### src/rtl/pc_sequencer.sv
// Program counter sequencer: picks the PC enable and next value each cycle, covering boot,
// sequential stepping, stalls and jump/branch redirects, and drives the front-end flushes.
module pc_sequencer #(
  parameter logic [31:0] RESET_VECTOR  = 32'h0000_0000,
  parameter int          BOOT_CYCLES   = 2,
  parameter int          SHADOW_CYCLES = 2
) (
  input  logic        clk,
  input  logic        rst,
  input  logic [31:0] pc_cur,
  input  logic        stall_req,
  input  logic        imem_ready,
  input  logic        jump_valid,
  input  logic [31:0] jump_target,
  input  logic        branch_taken,
  input  logic [31:0] branch_target,
  output logic        pc_en,
  output logic [31:0] pc_next,
  output logic        flush_if_id,
  output logic        flush_id_ex,
  output logic        redirect_pending,
  output logic [1:0]  state
);

  localparam int BW = $clog2(BOOT_CYCLES + 1);
  localparam int SW = $clog2(SHADOW_CYCLES + 1);

  typedef enum logic [1:0] {
    BOOT   = 2'd0,
    RUN    = 2'd1,
    HOLD   = 2'd2,
    SHADOW = 2'd3
  } state_t;

  state_t          cur_state, next_state;
  logic [BW-1:0]   boot_cnt, boot_cnt_n;
  logic [SW-1:0]   shadow_cnt, shadow_cnt_n;
  logic            pend_valid, pend_valid_n;
  logic [31:0]     pend_target, pend_target_n;

  logic            stall;
  logic            redir;
  logic [31:0]     redir_target;
  logic [31:0]     pc_seq;

  assign stall        = stall_req | ~imem_ready;
  assign redir        = jump_valid | branch_taken;
  // The jump is the older instruction, so its target wins over a simultaneous branch.
  assign redir_target = jump_valid ? jump_target : branch_target;
  assign pc_seq       = pc_cur + 32'd4;

  always_ff @(posedge clk) begin
    if (rst) begin
      cur_state   <= BOOT;
      boot_cnt    <= '0;
      shadow_cnt  <= '0;
      pend_valid  <= 1'b0;
      pend_target <= '0;
    end else begin
      cur_state   <= next_state;
      boot_cnt    <= boot_cnt_n;
      shadow_cnt  <= shadow_cnt_n;
      pend_valid  <= pend_valid_n;
      pend_target <= pend_target_n;
    end
  end

  always_comb begin
    next_state    = cur_state;
    boot_cnt_n    = boot_cnt;
    shadow_cnt_n  = shadow_cnt;
    pend_valid_n  = pend_valid;
    pend_target_n = pend_target;
    pc_en         = 1'b0;
    pc_next       = pc_cur;
    flush_if_id   = 1'b0;
    flush_id_ex   = 1'b0;

    unique case (cur_state)
      BOOT: begin
        pc_en       = 1'b1;
        pc_next     = RESET_VECTOR;
        flush_if_id = 1'b1;
        flush_id_ex = 1'b1;
        if (boot_cnt >= BW'(BOOT_CYCLES - 1)) begin
          next_state = RUN;
        end else begin
          boot_cnt_n = boot_cnt + BW'(1);
        end
      end

      RUN: begin
        if (redir && !stall) begin
          pc_en        = 1'b1;
          pc_next      = redir_target;
          flush_if_id  = 1'b1;
          flush_id_ex  = 1'b1;
          shadow_cnt_n = SW'(SHADOW_CYCLES);
          next_state   = SHADOW;
        end else if (redir) begin
          pend_valid_n  = 1'b1;
          pend_target_n = redir_target;
          next_state    = HOLD;
        end else if (!stall) begin
          pc_en   = 1'b1;
          pc_next = pc_seq;
        end
      end

      // The latched redirect is older than anything arriving now, so new redirects are dropped.
      HOLD: begin
        if (!stall) begin
          pc_en        = 1'b1;
          pc_next      = pend_target;
          flush_if_id  = 1'b1;
          flush_id_ex  = 1'b1;
          pend_valid_n = 1'b0;
          shadow_cnt_n = SW'(SHADOW_CYCLES);
          next_state   = SHADOW;
        end
      end

      SHADOW: begin
        if (!stall) begin
          pc_en        = 1'b1;
          pc_next      = pc_seq;
          shadow_cnt_n = shadow_cnt - SW'(1);
          if (shadow_cnt <= SW'(1)) begin
            shadow_cnt_n = '0;
            next_state   = RUN;
          end
        end
      end

      default: next_state = BOOT;
    endcase
  end

  assign redirect_pending = pend_valid;
  assign state            = cur_state;

endmodule

### config.mk
export PLATFORM = sky130hd
export DESIGN_NAME = pc_sequencer
export DESIGN_NICKNAME = d
export VERILOG_FILES = /design/src/rtl/pc_sequencer.sv
export SDC_FILE = /design/constraint.sdc
export NUM_CORES = 1
export LEC_CHECK = 0
export ABC_AREA = 1
export CAP_MARGIN = 20
export CORE_ASPECT_RATIO = 1.25
export CORE_MARGIN = 3
export CORE_UTILIZATION = 47
export DETAILED_ROUTE_END_ITERATION = 8
export PLACE_DENSITY_LB_ADDON = 0.3
export SYNTH_ARGS = -nofsm -noshare
export SYNTH_HDL_FRONTEND = slang
export SYNTH_SLANG_ARGS = --single-unit
### constraint.sdc
create_clock -name clk -period 2.6 [get_ports clk]
set_input_delay 0.52 -clock clk [delete_from_list [all_inputs] [get_ports clk]]
set_output_delay 0.52 -clock clk [all_outputs]
set_load 0.05 [all_outputs]
# ---- Word-level counts from Yosys, hierarchy flattened
# Cells that the tools add are included.
dict set report word_totals {
  regBits 39
  input_bits 102
  out_inout_bits 38
  elab_cells 65
}
dict set report classes {
  add_sub_neg 3
  magnitude_cmp 2
  eq_ne 11
  muxes 28
  n_bitwise 5
  reduce_logical 11
}
# operator n
set op_table {}
lappend op_table {{32-bit 2-to-1 mux} 5}
lappend op_table {{32-bit one-hot mux with 4 select lines} 1}
lappend op_table {{32-bit by 3-bit adder with 32-bit output (second input constant)} 1}
lappend op_table {{2-bit 2-to-1 mux} 10}
lappend op_table {{2-bit != test (second input constant)} 7}
lappend op_table {{2-bit one-hot mux with 4 select lines} 1}
lappend op_table {{4-bit AND reduction} 2}
lappend op_table {{1-bit 2-to-1 mux} 7}
lappend op_table {{1-bit one-hot mux with 3 select lines} 2}
lappend op_table {{2-bit one-hot mux with 3 select lines} 1}
lappend op_table {{5-bit AND reduction} 1}
lappend op_table {{2-bit == test (second input constant)} 2}
lappend op_table {{3-bit != test (second input constant)} 1}
lappend op_table {{1-bit NOT} 3}
lappend op_table {{3-bit AND reduction} 1}
lappend op_table {{3-bit nonzero test} 1}
lappend op_table {{2-bit by 1-bit adder with 2-bit output (second input constant)} 1}
lappend op_table {{2-bit by 1-bit == test with 1-bit output (second input constant)} 1}
lappend op_table {{2-bit by 1-bit >= comparator with 1-bit output (second input constant)} 1}
lappend op_table {{2-bit by 1-bit less-or-equal comparator with 1-bit output (second input constant)} 1}
lappend op_table {{2-bit zero test} 1}
lappend op_table {{1-bit OR} 2}
lappend op_table {{1-bit one-hot mux with 2 select lines} 1}
lappend op_table {{2-bit AND reduction} 1}
lappend op_table {{5 further kinds} 5}

# ---- Logic depth before layout (Yosys ltp)
dict set report depth {
  word_depth 6
  ltp_mapped 12
  depth_no_buf 11
}

# ---- Worst setup path after synthesis
# No wires, ideal clock.
dict set report synth_timing {
  kind {flip-flop to output port}
  from {reg cur_state[1], in the netlist state[1]}
  to {out flush_if_id}
  arrival_time_ps 2615
  required_ps 2080
  setup_slack_ps -535
  path_stages_with_launch 6
  n_path_buf 2
  cell_sequence {dfxtp_1 ha_1 nand2_2 clkbuf_1 a31oi_1 buf_4}
}
dict set report synth_via {
  elab_chain_len 2
  elab_cells_between_ends 4
  classes_between {eq/ne (2); mux (1); reduce/logical (1)}
}
# element line_no
set synth_rtl {}
lappend synth_rtl {{start: declaration} 35} ;# state_t cur_state, next_state;
lappend synth_rtl {{start signal: assignment} 60} ;# cur_state <= next_state;
lappend synth_rtl {{2-bit == test, or another cell as far along} --}
lappend synth_rtl {{1-bit one-hot mux with 3 select lines *} --}
lappend synth_rtl {{end: declaration} 19} ;# output logic flush_if_id,
# Mark *: on every way between the ends. The rest lies on a longest branch, timed or not.

# ---- Final worst setup path
dict set report layout_timing {
  from {in pc_cur[3]}
  to {out pc_next[21]}
}
dict set report layout_via {
  elab_chain_len 5
}
# element line_no
set layout_rtl {}
lappend layout_rtl {{start: declaration} 10} ;# input logic [31:0] pc_cur,
lappend layout_rtl {{32-bit by 3-bit adder with 32-bit output *} 50} ;# assign pc_seq = pc_cur + 32'd4;
lappend layout_rtl {{32-bit 2-to-1 mux *} {104, 124}}
lappend layout_rtl {{32-bit 2-to-1 mux} 100} ;# end else if (redir) begin
lappend layout_rtl {{32-bit 2-to-1 mux} 93} ;# if (redir && !stall) begin
lappend layout_rtl {{32-bit one-hot mux with 4 select lines *} 79} ;# unique case (cur_state)
lappend layout_rtl {{end: declaration} 18} ;# output logic [31:0] pc_next,
# Marked as above.

==> results.md <==
* Register area share after synthesis at 0.196
* CP Launch Type: input pin
* Reg clk slew, reported paths at 0.08 ns
* MaxCap Viol Count at 0
* Worst Setup End Kind: output port
* Row count at 36
* Die ar. at 9640 um2
* Starting Density at 0.498
* Cell Area, Synth at 3990 um2
* Max Slew Vio Count at 0
* Worst R2R Start: state[1]
* Ranking of synthesized cells by area: dfxtp_1, nand2_1, a21oi_1
* Slew HR at 0.557
* Hold slack at 0.458 ns
* Flop2flop setup slack at 0.73 ns
* Worst EP arrival at 2.03 ns
* Worst endpoint required time at about 2.1 ns
* Setup Total Neg Slack at 0 ns
* Total GRT Usage at 0.346
* Largest net degree at the start of global routing at 51
* Grt ovf at 0
* Cells after Synth at 691
* Total Power at approximately 5.3 mW
* Area Growth Syn to Fin at 69.9%
* Vias in the first global route at 5745
* Cell taking the most area after synthesis: dfxtp_1
* Post-Route Utilization at 0.846
* Antenna Diode Count at 0
* Final critical-path required period at 2.55 ns
* WL/cell at 17.8 um
* Pre-CTS setup slack at -0.468 ns
* Synth Warn # at 0
* Clock skew at approximately 0.014 ns
* Final Routed Wirelength at 17400 um
* Port bufs at 139
* DIE HEIGHT at about 110 um
* Final ANT Viol Nets at 0
* GPL Wtd Cong at roughly 0.99
* Most frequent cells in the layout: nand2_1, inv_1, buf_4
* VDD IR-drop max at 911 uV
* Drc violations at 0
* Hold-fix buffers, CTS at 0
* First-pass GRT wire length at around 26000 um
* Vias at 5763
* Nets at 994
* Syn nets at 799
* PnR worst setup slack at 0.0542 ns
* Kind of critical path: in -> out
* DRT Pass-1 Iters at 6
* Iteration-0 DRC Markers at 433
* Commonest non-fill, non-tap cell in the layout: nand2_1
* FF-to-FF path depth at 10
* CP Max Fanout at 7
* Yosys reg bits at 39
* CTS max path bufs at 2
* Pwr/cell area at 776 nW/um2
* Peak Freq at 393 MHz
* Fin crit share at 0.979
* Min-delay worst type: reg -> reg
* Final setup fails at 0
* Status: complete, no violations
* Placeable Area at 8020 um2
* Synth Area per Inst at 5.77 um2
* Final Hold Violating Endpoints at 0
* H-tree Lvls at 2
* Num Clock Sinks at 39
* Die extent in x at 88.4 um
* Min-Delay Path Depth at 2
* Static Leak at 2.89 nW
* Worst-skew pair later-pin latency at 0.32 ns
* Hold EP: pend_target[19]
* Synth cell types at 34
* Vias per Instance at 5.87
* Initial antenna violation count at 0
* Hold path start: pend_target[19]
* Yosys top cell area share at 0.196
* Reg-to-Reg End: state[1]
* IO Count at 140
* Worst slew pin tran at 0.663 ns
* Dpl hpwl at approximately 13000 um
* Share of cells above drive strength 1 at 0.291
* TritonCTS Buffers at 5
* CTS tree: built
* Root Buffer Master: clkbuf_8
[metrics by stage]
step | cell area (um2) | instances
after global routing | 6780 | 982
after global placement | 6420 | 963
after detailed placement | 6420 | 963
final | 6780 | 982
after CTS | 6730 | 979
after floorplan | 4140 | 691
[worst max-delay path by stage]
stage	start	to	slack, ns
2_1_floorplan	state[1]	pc_next[18]	0.03
3_3_place_gp	pc_cur[2]	pc_next[24]	-0.38
3_5_place_dp	pc_cur[2]	pc_next[24]	-0.47
4_1_cts	pc_cur[23]	pc_next[30]	-0.04
5_1_grt	state[1]	pc_next[2]	-0.05
6_report	pc_cur[3]	pc_next[21]	0.05
[final cells by class]
cell class	count	area (um2)
Multi-Input combinational cell	515	3020
Fill cell	533	1240
Tap cell	95	119
Clock buffer	5	68.8
Timing Repair Buffer	224	2360
Sequential cell	39	786
Clock inverter	3	47.5
Inverter	101	387
[power by group]
group / internal, mW / leakage [nW] / switching (mW)
Combinational: 1.55 / 2.51 / 2.35
Clock: 0.291 / 0.0587 / 0.262
Sequential: 0.740 / 0.320 / 0.0708
Total: 2.58 / 2.89 / 2.68
[flip-flops by register name, indices dropped and copies added, names as in the netlist]
signal            count
shadow_cnt            2
state                 2
pend_target          32
redirect_pending      1
boot_cnt              2
[timing repair]
item | CTS | global route
setup buffers | 7 | 3
setup endpoints to repair | 34 | 31
resized for setup | 88 | 73
pin swaps | 35 | 22
gates cloned | 1 | 0
[critical path, stage by stage]
cell     delay (ns)
buf_4          0.11
buf_6          0.10
nand2_1        0.05
nor2_1         0.13
nand2_2        0.10
nor2_4         0.10
buf_12         0.13
buf_8          0.12
nand3_1        0.08
nand2_1        0.13
a21oi_2        0.08
a21oi_2        0.21
buf_12         0.16
[layer usage]
metal	global-route usage	vias up	routed length (um)
li1	-	2678	-
met1	0.388	2629	6350
met2	0.615	387	8920
met3	0.0537	69	1480
met4	0.186	0	683
met5	0	-	0
[Yosys cell counts]
cell type and number:
inv_2 5, a21oi_2 1, o211ai_1 2, dfxtp_1 39
buf_4 3, nor3_1 1, nand2_2 7, and2_1 1
a31oi_1 8, mux2i_1 13, nand2_1 159, buf_6 2
nor2_4 9, mux2_2 2, a221oi_1 3, a22oi_1 11
nand4_1 10, xnor2_1 1, o21ai_0 60, xor2_1 5
nand3b_1 1, buf_2 16, ha_1 6, nor2_8 1
a21oi_1 94, o21ai_1 5, inv_1 96, nor2_2 3
o31ai_1 1, o22ai_1 19, clkbuf_1 15, nand2_4 1
nand3_1 39, nor2_1 52
[logic make-up (layout without fill, tap and decap cells)]
logic type	count (synthesis)	in the layout	synth area share
multiplexers	15	15	0.0383
AND/OR/NAND/NOR	284	284	0.317
AO/OA/AOI/OAI	204	204	0.277
flip-flops	39	39	0.196
buffers and inverters	137	333	0.140
adder cells (fa/ha/maj)	6	6	0.0188
XOR/XNOR	6	6	0.0132
No activity file was read; power rests on OpenSTA's default activity.
